===== src/rtl/lsu_mem.sv =====
// Load/store unit: steers store lanes, extends load data, splits word-crossing accesses into two beats.
// Latency: request accepted at edge 0, first beat in cycle 1, response in cycle 2 (+1 if split, +1 per wait cycle).
// Backpressure: ReqReady only in IDLE; beats held until MemAck; response held until RespReady.
module lsu_mem #(
    parameter int XLEN   = 32,
    parameter int ADDR_W = 32
) (
    input  logic              Clk,
    input  logic              Rst,
    input  logic              ReqValid,
    output logic              ReqReady,
    input  logic              MemRd,
    input  logic              MemWr,
    input  logic [2:0]        MemOp,
    input  logic [ADDR_W-1:0] Addr,
    input  logic [XLEN-1:0]   WData,
    output logic              RespValid,
    input  logic              RespReady,
    output logic [XLEN-1:0]   RData,
    output logic              RespErr,
    output logic              MemReq,
    output logic              MemWe,
    output logic [ADDR_W-1:0] MemAddr,
    output logic [XLEN-1:0]   MemWData,
    output logic [XLEN/8-1:0] MemWMask,
    input  logic              MemAck,
    input  logic [XLEN-1:0]   MemRData
);

    localparam int W  = XLEN / 8;
    localparam int OW = $clog2(W);
    localparam logic [ADDR_W-1:0] WORD_BYTES = ADDR_W'(W);

    localparam logic [1:0] S_IDLE  = 2'd0;
    localparam logic [1:0] S_BEAT0 = 2'd1;
    localparam logic [1:0] S_BEAT1 = 2'd2;
    localparam logic [1:0] S_RESP  = 2'd3;

    logic [1:0]      state;
    logic [2:0]      op_q;
    logic [OW-1:0]   off_q;
    logic            wr_q;
    logic            split_q;
    logic [XLEN-1:0] wdata1_q;
    logic [W-1:0]    mask1_q;
    logic [XLEN-1:0] buf_lo_q;

    logic [OW-1:0]     req_off;
    logic [3:0]        req_size;
    logic              req_illegal;
    logic              req_split;
    logic [XLEN-1:0]   wdata_trim;
    logic [W-1:0]      size_mask;
    logic [2*XLEN-1:0] wide_data;
    logic [2*W-1:0]    wide_mask;

    logic [2*XLEN-1:0] asm_buf;
    logic [XLEN-1:0]   shifted;
    logic [XLEN-1:0]   load_result;
    logic              sign_bit;

    assign ReqReady  = (state == S_IDLE);
    assign RespValid = (state == S_RESP);
    assign MemReq    = (state == S_BEAT0) || (state == S_BEAT1);

    // Decode the incoming request and steer store bytes/lane enables across a two-word window
    always_comb begin
        req_off     = Addr[OW-1:0];
        req_size    = 4'd1 << MemOp[1:0];
        req_illegal = (MemRd == MemWr) || (MemWr && MemOp[2]) || (MemOp == 3'b111) ||
                      ((XLEN == 32) && ((MemOp == 3'b011) || (MemOp == 3'b110)));
        req_split   = (int'(req_off) + int'(req_size)) > W;
        wdata_trim  = '0;
        size_mask   = '0;
        for (int i = 0; i < W; i++) begin
            if (i < int'(req_size)) begin
                size_mask[i]         = 1'b1;
                wdata_trim[i*8 +: 8] = MemWr ? WData[i*8 +: 8] : 8'h00;
            end
        end
        wide_data = {{XLEN{1'b0}}, wdata_trim} << {req_off, 3'b000};
        wide_mask = {{W{1'b0}}, size_mask} << req_off;
    end

    // Assemble the load result from the captured low word and the word on the bus this cycle
    always_comb begin
        asm_buf = {MemRData, (state == S_BEAT0) ? MemRData : buf_lo_q};
        shifted = XLEN'(asm_buf >> {off_q, 3'b000});
        case (op_q[1:0])
            2'b00:   sign_bit = shifted[7];
            2'b01:   sign_bit = shifted[15];
            2'b10:   sign_bit = shifted[31];
            default: sign_bit = shifted[XLEN-1];
        endcase
        if (op_q[2]) begin
            sign_bit = 1'b0;
        end
        load_result = '0;
        for (int i = 0; i < W; i++) begin
            if (i < (1 << op_q[1:0])) begin
                load_result[i*8 +: 8] = shifted[i*8 +: 8];
            end else begin
                load_result[i*8 +: 8] = {8{sign_bit}};
            end
        end
    end

    // Request accept, beat sequencing and response capture
    always_ff @(posedge Clk or posedge Rst) begin
        if (Rst) begin
            state    <= S_IDLE;
            op_q     <= '0;
            off_q    <= '0;
            wr_q     <= 1'b0;
            split_q  <= 1'b0;
            wdata1_q <= '0;
            mask1_q  <= '0;
            buf_lo_q <= '0;
            RData    <= '0;
            RespErr  <= 1'b0;
            MemWe    <= 1'b0;
            MemAddr  <= '0;
            MemWData <= '0;
            MemWMask <= '0;
        end else begin
            case (state)
                S_IDLE: begin
                    if (ReqValid) begin
                        if (req_illegal) begin
                            state   <= S_RESP;
                            RespErr <= 1'b1;
                            RData   <= '0;
                        end else begin
                            state    <= S_BEAT0;
                            op_q     <= MemOp;
                            off_q    <= req_off;
                            wr_q     <= MemWr;
                            split_q  <= req_split;
                            wdata1_q <= wide_data[2*XLEN-1:XLEN];
                            mask1_q  <= wide_mask[2*W-1:W];
                            MemWe    <= MemWr;
                            MemAddr  <= {Addr[ADDR_W-1:OW], {OW{1'b0}}};
                            MemWData <= wide_data[XLEN-1:0];
                            MemWMask <= wide_mask[W-1:0];
                        end
                    end
                end
                S_BEAT0: begin
                    if (MemAck) begin
                        buf_lo_q <= MemRData;
                        if (split_q) begin
                            state    <= S_BEAT1;
                            MemAddr  <= MemAddr + WORD_BYTES;
                            MemWData <= wdata1_q;
                            MemWMask <= mask1_q;
                        end else begin
                            state <= S_RESP;
                            RData <= wr_q ? '0 : load_result;
                        end
                    end
                end
                S_BEAT1: begin
                    if (MemAck) begin
                        state <= S_RESP;
                        RData <= wr_q ? '0 : load_result;
                    end
                end
                default: begin
                    if (RespReady) begin
                        state   <= S_IDLE;
                        RData   <= '0;
                        RespErr <= 1'b0;
                    end
                end
            endcase
        end
    end

endmodule


===== config.mk =====
export PLATFORM = sky130hd
export DESIGN_NAME = lsu_mem
export DESIGN_NICKNAME = d
export VERILOG_FILES = /design/src/rtl/lsu_mem.sv
export SDC_FILE = /design/constraint.sdc
export NUM_CORES = 1
export LEC_CHECK = 0
export BUFFER_PORTS_ARGS = -buffer_cell sky130_fd_sc_hd__buf_2
export CORE_UTILIZATION = 40
export DETAILED_ROUTE_END_ITERATION = 10
export MAX_ROUTING_LAYER = met4
export PLACE_DENSITY = 0.6
export SYNTH_ARGS = -nofsm -noshare
export SYNTH_HDL_FRONTEND = slang
export SYNTH_SLANG_ARGS = --single-unit

===== constraint.sdc =====
create_clock -name Clk -period 5.6 [get_ports Clk]
set_clock_uncertainty 0.05 [all_clocks]
set_input_delay 1.12 -clock Clk [delete_from_list [all_inputs] [get_ports Clk]]
set_output_delay 1.12 -clock Clk [all_outputs]
set_load 0.05 [all_outputs]

---- Word level (Yosys, flattened, before mapping) ----
Index checks and enable logic that the tools add are counted.
storage, ports and cells
  register bits ........................... 178
  input bits .............................. 106
  output and inout bits ................... 105
  logic and storage cells ................. 117
operators by class
  add/sub/neg operators ................... 2
  order comparisons ....................... 9
  equal/unequal tests ..................... 15
  shifts and indexed selects .............. 5
  multiplexer cells ....................... 53
  bitwise gates (word level) .............. 2
  reductions and logical operators ........ 18
operator list
  kind                                                                          count
  32-bit 2-to-1 mux                                                             16
  32-bit one-hot mux with 2 select lines                                        2
  8-bit 2-to-1 mux                                                              12
  32-bit one-hot mux with 3 select lines                                        1
  3-bit by 32-bit less-than comparator with 1-bit output, first input constant  2
  32-bit by 5-bit << shifter with 64-bit output                                 1
  64-bit by 5-bit right shift with 32-bit output                                1
  32-bit by 3-bit adder with 32-bit output, second input constant               1
  1-bit by 32-bit less-than comparator with 1-bit output, first input constant  1
  2-bit by 32-bit less-than comparator with 1-bit output, first input constant  1
  1-bit by 2-bit << shifter with 32-bit output, first input constant            1
  4-bit 2-to-1 mux                                                              4
  2-bit inequality test, second input constant                                  6
  2-bit 2-to-1 mux                                                              5
  1-bit 2-to-1 mux                                                              9
  1-bit by 4-bit less-than comparator with 1-bit output, first input constant   2
  2-bit by 4-bit less-than comparator with 1-bit output, first input constant   2
  4-bit one-hot mux with 2 select lines                                         1
  4-bit AND reduction                                                           2
  4-bit by 2-bit << shifter with 8-bit output                                   1
  3-bit equality test, second input constant                                    2
  2-bit one-hot mux with 3 select lines                                         1
  6-bit AND reduction                                                           1
  2-bit by 4-bit adder with 5-bit output                                        1
  other kinds (18)                                                              28

---- Depth between registers and ports, before layout ----
  depth after elaboration ................. 10
  depth in mapped cells ................... 12
  depth with buffers taken out ............ 10

---- Worst setup path before layout ----
OpenSTA, ideal clock, no wires.
  path kind ............................... input to register
  start point ............................. input Addr[1]
  end point ............................... register split_q
  setup time .............................. 0.133 ns
  arrival time ............................ 2.972 ns
  data required time ...................... 5.417 ns
  slack ................................... 2.445 ns
  stages on the path ...................... 10
  path buffers ............................ 3
  cell sequence ........................... clkbuf_1 -> clkinv_1 -> clkbuf_1 -> clkbuf_1 -> fa_1 -> nand2b_1 -> nand2_1 -> a21boi_0 -> a21oi_1 -> o21ai_0
on the way
  word-level cells in the longest chain between the ends .. 2
ends and longest elaborated chain
  what                                           line  RTL
  start, declared                                15    input logic [ADDR_W-1:0] Addr,
  2-bit by 4-bit adder with 5-bit output         72    req_split = (int'(req_off) + int'(req_size)) > W;
  5-bit by 3-bit > comparator with 1-bit output  72
  end signal, assigned                           138   split_q <= req_split;
  end, declared                                  43    logic split_q;
No other way between the ends.
A chain may end at the register's enable or synchronous reset.

---- Worst setup path after layout ----
  start point ............................. input MemWr
  end point ............................... register RData[3]
on the way
  word-level cells in the longest chain between the ends .. 6
  elaborated cells on any way between the ends .. 7
  classes of those cells .................. 2 x eq/ne; 5 x reduce/logical
ends and longest elaborated chain
  what                                                                   line  RTL
  start, declared                                                        13    input logic MemWr,
  1-bit equality test / 1-bit logical AND (equally long branches)        70    req_illegal = (MemRd == MemWr) || (MemWr && MemOp[2]) || (MemOp == 3'b111) ||
  1-bit logical OR (*) (3 in a row)                                      70
  2-bit by 1-bit inequality test with 1-bit output (no source line) (*)  n/a
  6-bit AND reduction (no source line) (*)                               n/a
  end signal, assigned                                                   158   RData <= wr_q ? '0 : load_result;
  end signal, assigned                                                   165   RData <= wr_q ? '0 : load_result;
  end, declared                                                          19    output logic [XLEN-1:0] RData,
Mark *: on every way between the ends. The rest lies on a longest branch, timed or not.

==> results.md <==
* Die height at 155 um
* Max Clk Rate at 312 MHz
* CP peak stage delay at 0.96 ns
* Antenna viol nets, final at 0
* Worst Setup Start Kind: input pin
* CTS tree: done
* Max Cap Viol at 0
* Final setup fails at 0
* Number of synthesized register bits at 167
* Unrepaired setup endpoints after global routing: no
* First-pass GRT wire length at 42700 um
* Crit path max-delay cell type: or3_1
* CP arrival at 3.47 ns
* FFs w/ async S/R, synth at 100%
* Slew Viols, Final at 0
* Most frequent cells in the layout: buf_2, dfrtp_1, nand2_1
* CTS hold repair buffers at 0
* DP Cell Count at 1454
* Clock network fraction of total power at 16.9%
* Combinational share of power at 54.7%
* Sequential power share at 28.4%
* WL final at 27000 um
* PD cells at 662 nW/um2
* Hold WC Path Type: reg -> reg
* Ys flop type: dfrtp_1
* Critical Path RT at 5.86 ns
* Commonest non-fill, non-tap cell in the layout: buf_2
* Die ar. at 24000 um2
* Initial core utilization at 41.1%
* DR DRC count at 0
* Non-filler cells, final at 1486
* Die Wd at 155 um
* Clock sink count at 167
* NetSw at 3.70 mW
* Iter 0 DRT Violations at 615
* Post-DR wirelength/cell at 18.1 um
* Vias in the first global route at 7891
* Worst r2r path cells at 7
* Cts bufs inserted at 17
* Drt first pass iters at 4
* Maximum vdd ir drop at 319 uV
* Register area share after synthesis at 44.7%
* Final Cycle Share at 57.2%
* Max_slew headroom at 22.5%
* Worst slew pin tran at 1.16 ns
* Cell Int Power at 3.71 mW
* DP HPWL at 18400 um
* Core ar. at 22800 um2
* Initial antenna violation count at 1
* Routability congestion estimate at 0.829
* Critical Path Fanout Max at 33
* Status: finished, final reports clean
* CP Capture Type: register
* Gr ovfl total at 0
* Post-CTS Setup Bufs at 0
* Vias per cell at 5.61
* Hold path depth at 2
* Leak at 5.03 nW
* Layout cells sized above 1 at 28.2%
* Kind of critical path: in -> reg
* Register clock-pin slew on the reported worst setup and hold paths at 0.07 ns
* NumNets Final at 1274
* Final Hold Vio Count at 0
* Syn Area/Cell at 9.34 um2
* Clock root buffer: clkbuf_16
* Switching Share at 49.9%
* Final min period at 3.20 ns
* Largest net degree at the start of global routing at 168
* Port buffer count at 208
* Rows at 55
* Setup TNS at 0 ns
* CP Cell Sequence: buf_2 > nand2b_1 > a2111oi_2 > or3_1 > or2_1 > o21ai_0
* Max Root-Sink Buffers at 2
* Post-synthesis cell count at 1002
* Post-synthesis cell type count at 65
* Boundary Pins at 211
* Ys Warns at 0
* Post_cts resized at 0
* Mapped cell area at 9360 um2
* Fillers at 2200
* Via count at 8342
* Post-synth EDFFs at 0
* Overall routing resource usage at 23.3%
* Area grow syn2layout at 19.8%
* Number of H-tree levels at 4
* Worst-Skew Late Latency at 0.43 ns
==> synth_stat cells (3+ instances only) <==
cell,n,area share [%]
buf_4,3,0.24
nor2b_1,9,0.60
buf_2,21,1.1
a21boi_0,9,0.72
nand2_1,143,5.7
mux2_2,51,6.1
o32ai_1,3,0.28
nor2_1,73,2.9
a221oi_1,24,2.2
a21o_1,8,0.64
nand2b_1,13,0.87
nand3_1,28,1.5
mux4_2,9,2.2
a21bo_2,3,0.32
a32oi_1,12,1.1
clkbuf_1,45,1.8
o21ai_0,79,4.2
nand4_1,11,0.74
inv_1,18,0.72
o41ai_1,9,0.84
a21oi_1,57,3.0
buf_1,13,0.52
a22oi_1,8,0.64
nand3b_1,9,0.72
nor4_1,3,0.20
a32o_1,8,0.86
dfrtp_1,167,45
o2111ai_1,5,0.47
a211oi_1,12,0.96
nor3b_1,9,0.72
ha_1,7,0.94
o31ai_1,4,0.32
nor3_1,15,0.80
o22ai_1,22,1.5
a22o_1,4,0.37
a2bb2oi_1,11,1.0
o211ai_1,4,0.32
mux2i_1,30,3.2
o21ai_1,7,0.37
a31oi_1,4,0.27
or2_2,3,0.20
==> power by group through the flow <==
stage | Clock [mW] | Combinational (mW) | Sequential (mW)
after global placement | 0 | 4.03 | 2.12
after floorplan | 0 | 2.18 | 3.04
after global routing | 1.33 | 4.41 | 2.18
after detailed placement | 0 | 4.06 | 2.13
after CTS | 1.27 | 4.07 | 2.11
final | 1.25 | 4.06 | 2.11
==> path summary, 6_finish.rpt <==
| check | from | endpoint | slack (ns) |
|---|---|---|---|
| setup reg to reg | state[1]$_DFFE_PP0P_ | RData[10]$_DFFE_PP0P_ | 2.46 |
| setup / recovery | MemWr | RData[3]$_DFFE_PP0P_ | 2.40 |
| max in group asynchronous | Rst | off_q[1]$_DFFE_PP0P_ | 3.92 |
| hold reg to reg | MemWMask[3]$_DFFE_PP0P_ | MemWMask[3]$_DFFE_PP0P_ | 0.42 |
| hold / removal | MemWMask[3]$_DFFE_PP0P_ | MemWMask[3]$_DFFE_PP0P_ | 0.42 |
| min in group asynchronous | Rst | buf_lo_q[10]$_DFFE_PP0P_ | 0.93 |
==> worst max-delay path: cells and delay by family <==
kind,cells,cell delay [ns]
buffers and inverters,1,0.20
AND/OR/NAND/NOR,3,1.47
AO/OA/AOI/OAI,2,0.66
==> final cells by class <==
type,instances,area [um2],area share [%]
antenna,1,2.50,0.0223
clock buffer,17,425,3.80
tap,313,392,3.49
sequential,167,4180,37.3
inverter,19,75.1,0.670
multi-input combinational,735,4800,42.8
clock inverter,14,189,1.69
timing repair buffer,220,1140,10.2
==> cell families (layout without fill, tap and decap cells) <==
family	after synthesis	count (layout)	synth area share [%]
flops	167	167	44.7
compound gates	308	308	22.2
other cells	1	3	0.0401
mux	90	90	11.5
fa+ha+maj	9	9	1.26
simple gates	325	325	15.7
buf+inv	101	270	4.45
xor+xnor	1	1	0.0936
==> sequential cells by signal, summed over array words and instances (netlist names) <==
| signal | cells |
|---|---|
| MemWData | 32 |
| RData | 32 |
| buf_lo_q | 32 |
| MemAddr | 30 |
| wdata1_q | 24 |
| MemWMask | 4 |
| mask1_q | 3 |
| op_q | 3 |
| off_q | 2 |
| state | 2 |
| RespErr | 1 |
| split_q | 1 |
| wr_q | 1 |
==> per-stage QoR <==
step | instance area [um2] | total power [mW] | hold WS (ns) | utilization (%) | setup WS [ns]
after floorplan | 9370 | 5.22 | 0.393 | - | 2.30
after global placement | 10600 | 6.15 | 0.405 | 46.5 | 1.96
after detailed placement | 10600 | 6.19 | 0.409 | 46.5 | 1.95
after CTS | 11200 | 7.46 | 0.429 | 49.2 | 2.36
after global routing | 11200 | 7.92 | 0.455 | 49.2 | 2.17
final | 11200 | 7.42 | 0.424 | 49.2 | 2.40
==> routing by layer <==
metal | vias to the layer above | part of all wire, % | global-route usage (%)
li1 | 4002 | - | -
met1 | 4058 | 47 | 32.0
met2 | 251 | 47 | 35.5
met3 | 31 | 4.5 | 3.70
met4 | 0 | 1.5 | 6.27
met5 | - | 0 | -
No activity file was read; power rests on OpenSTA's default activity.
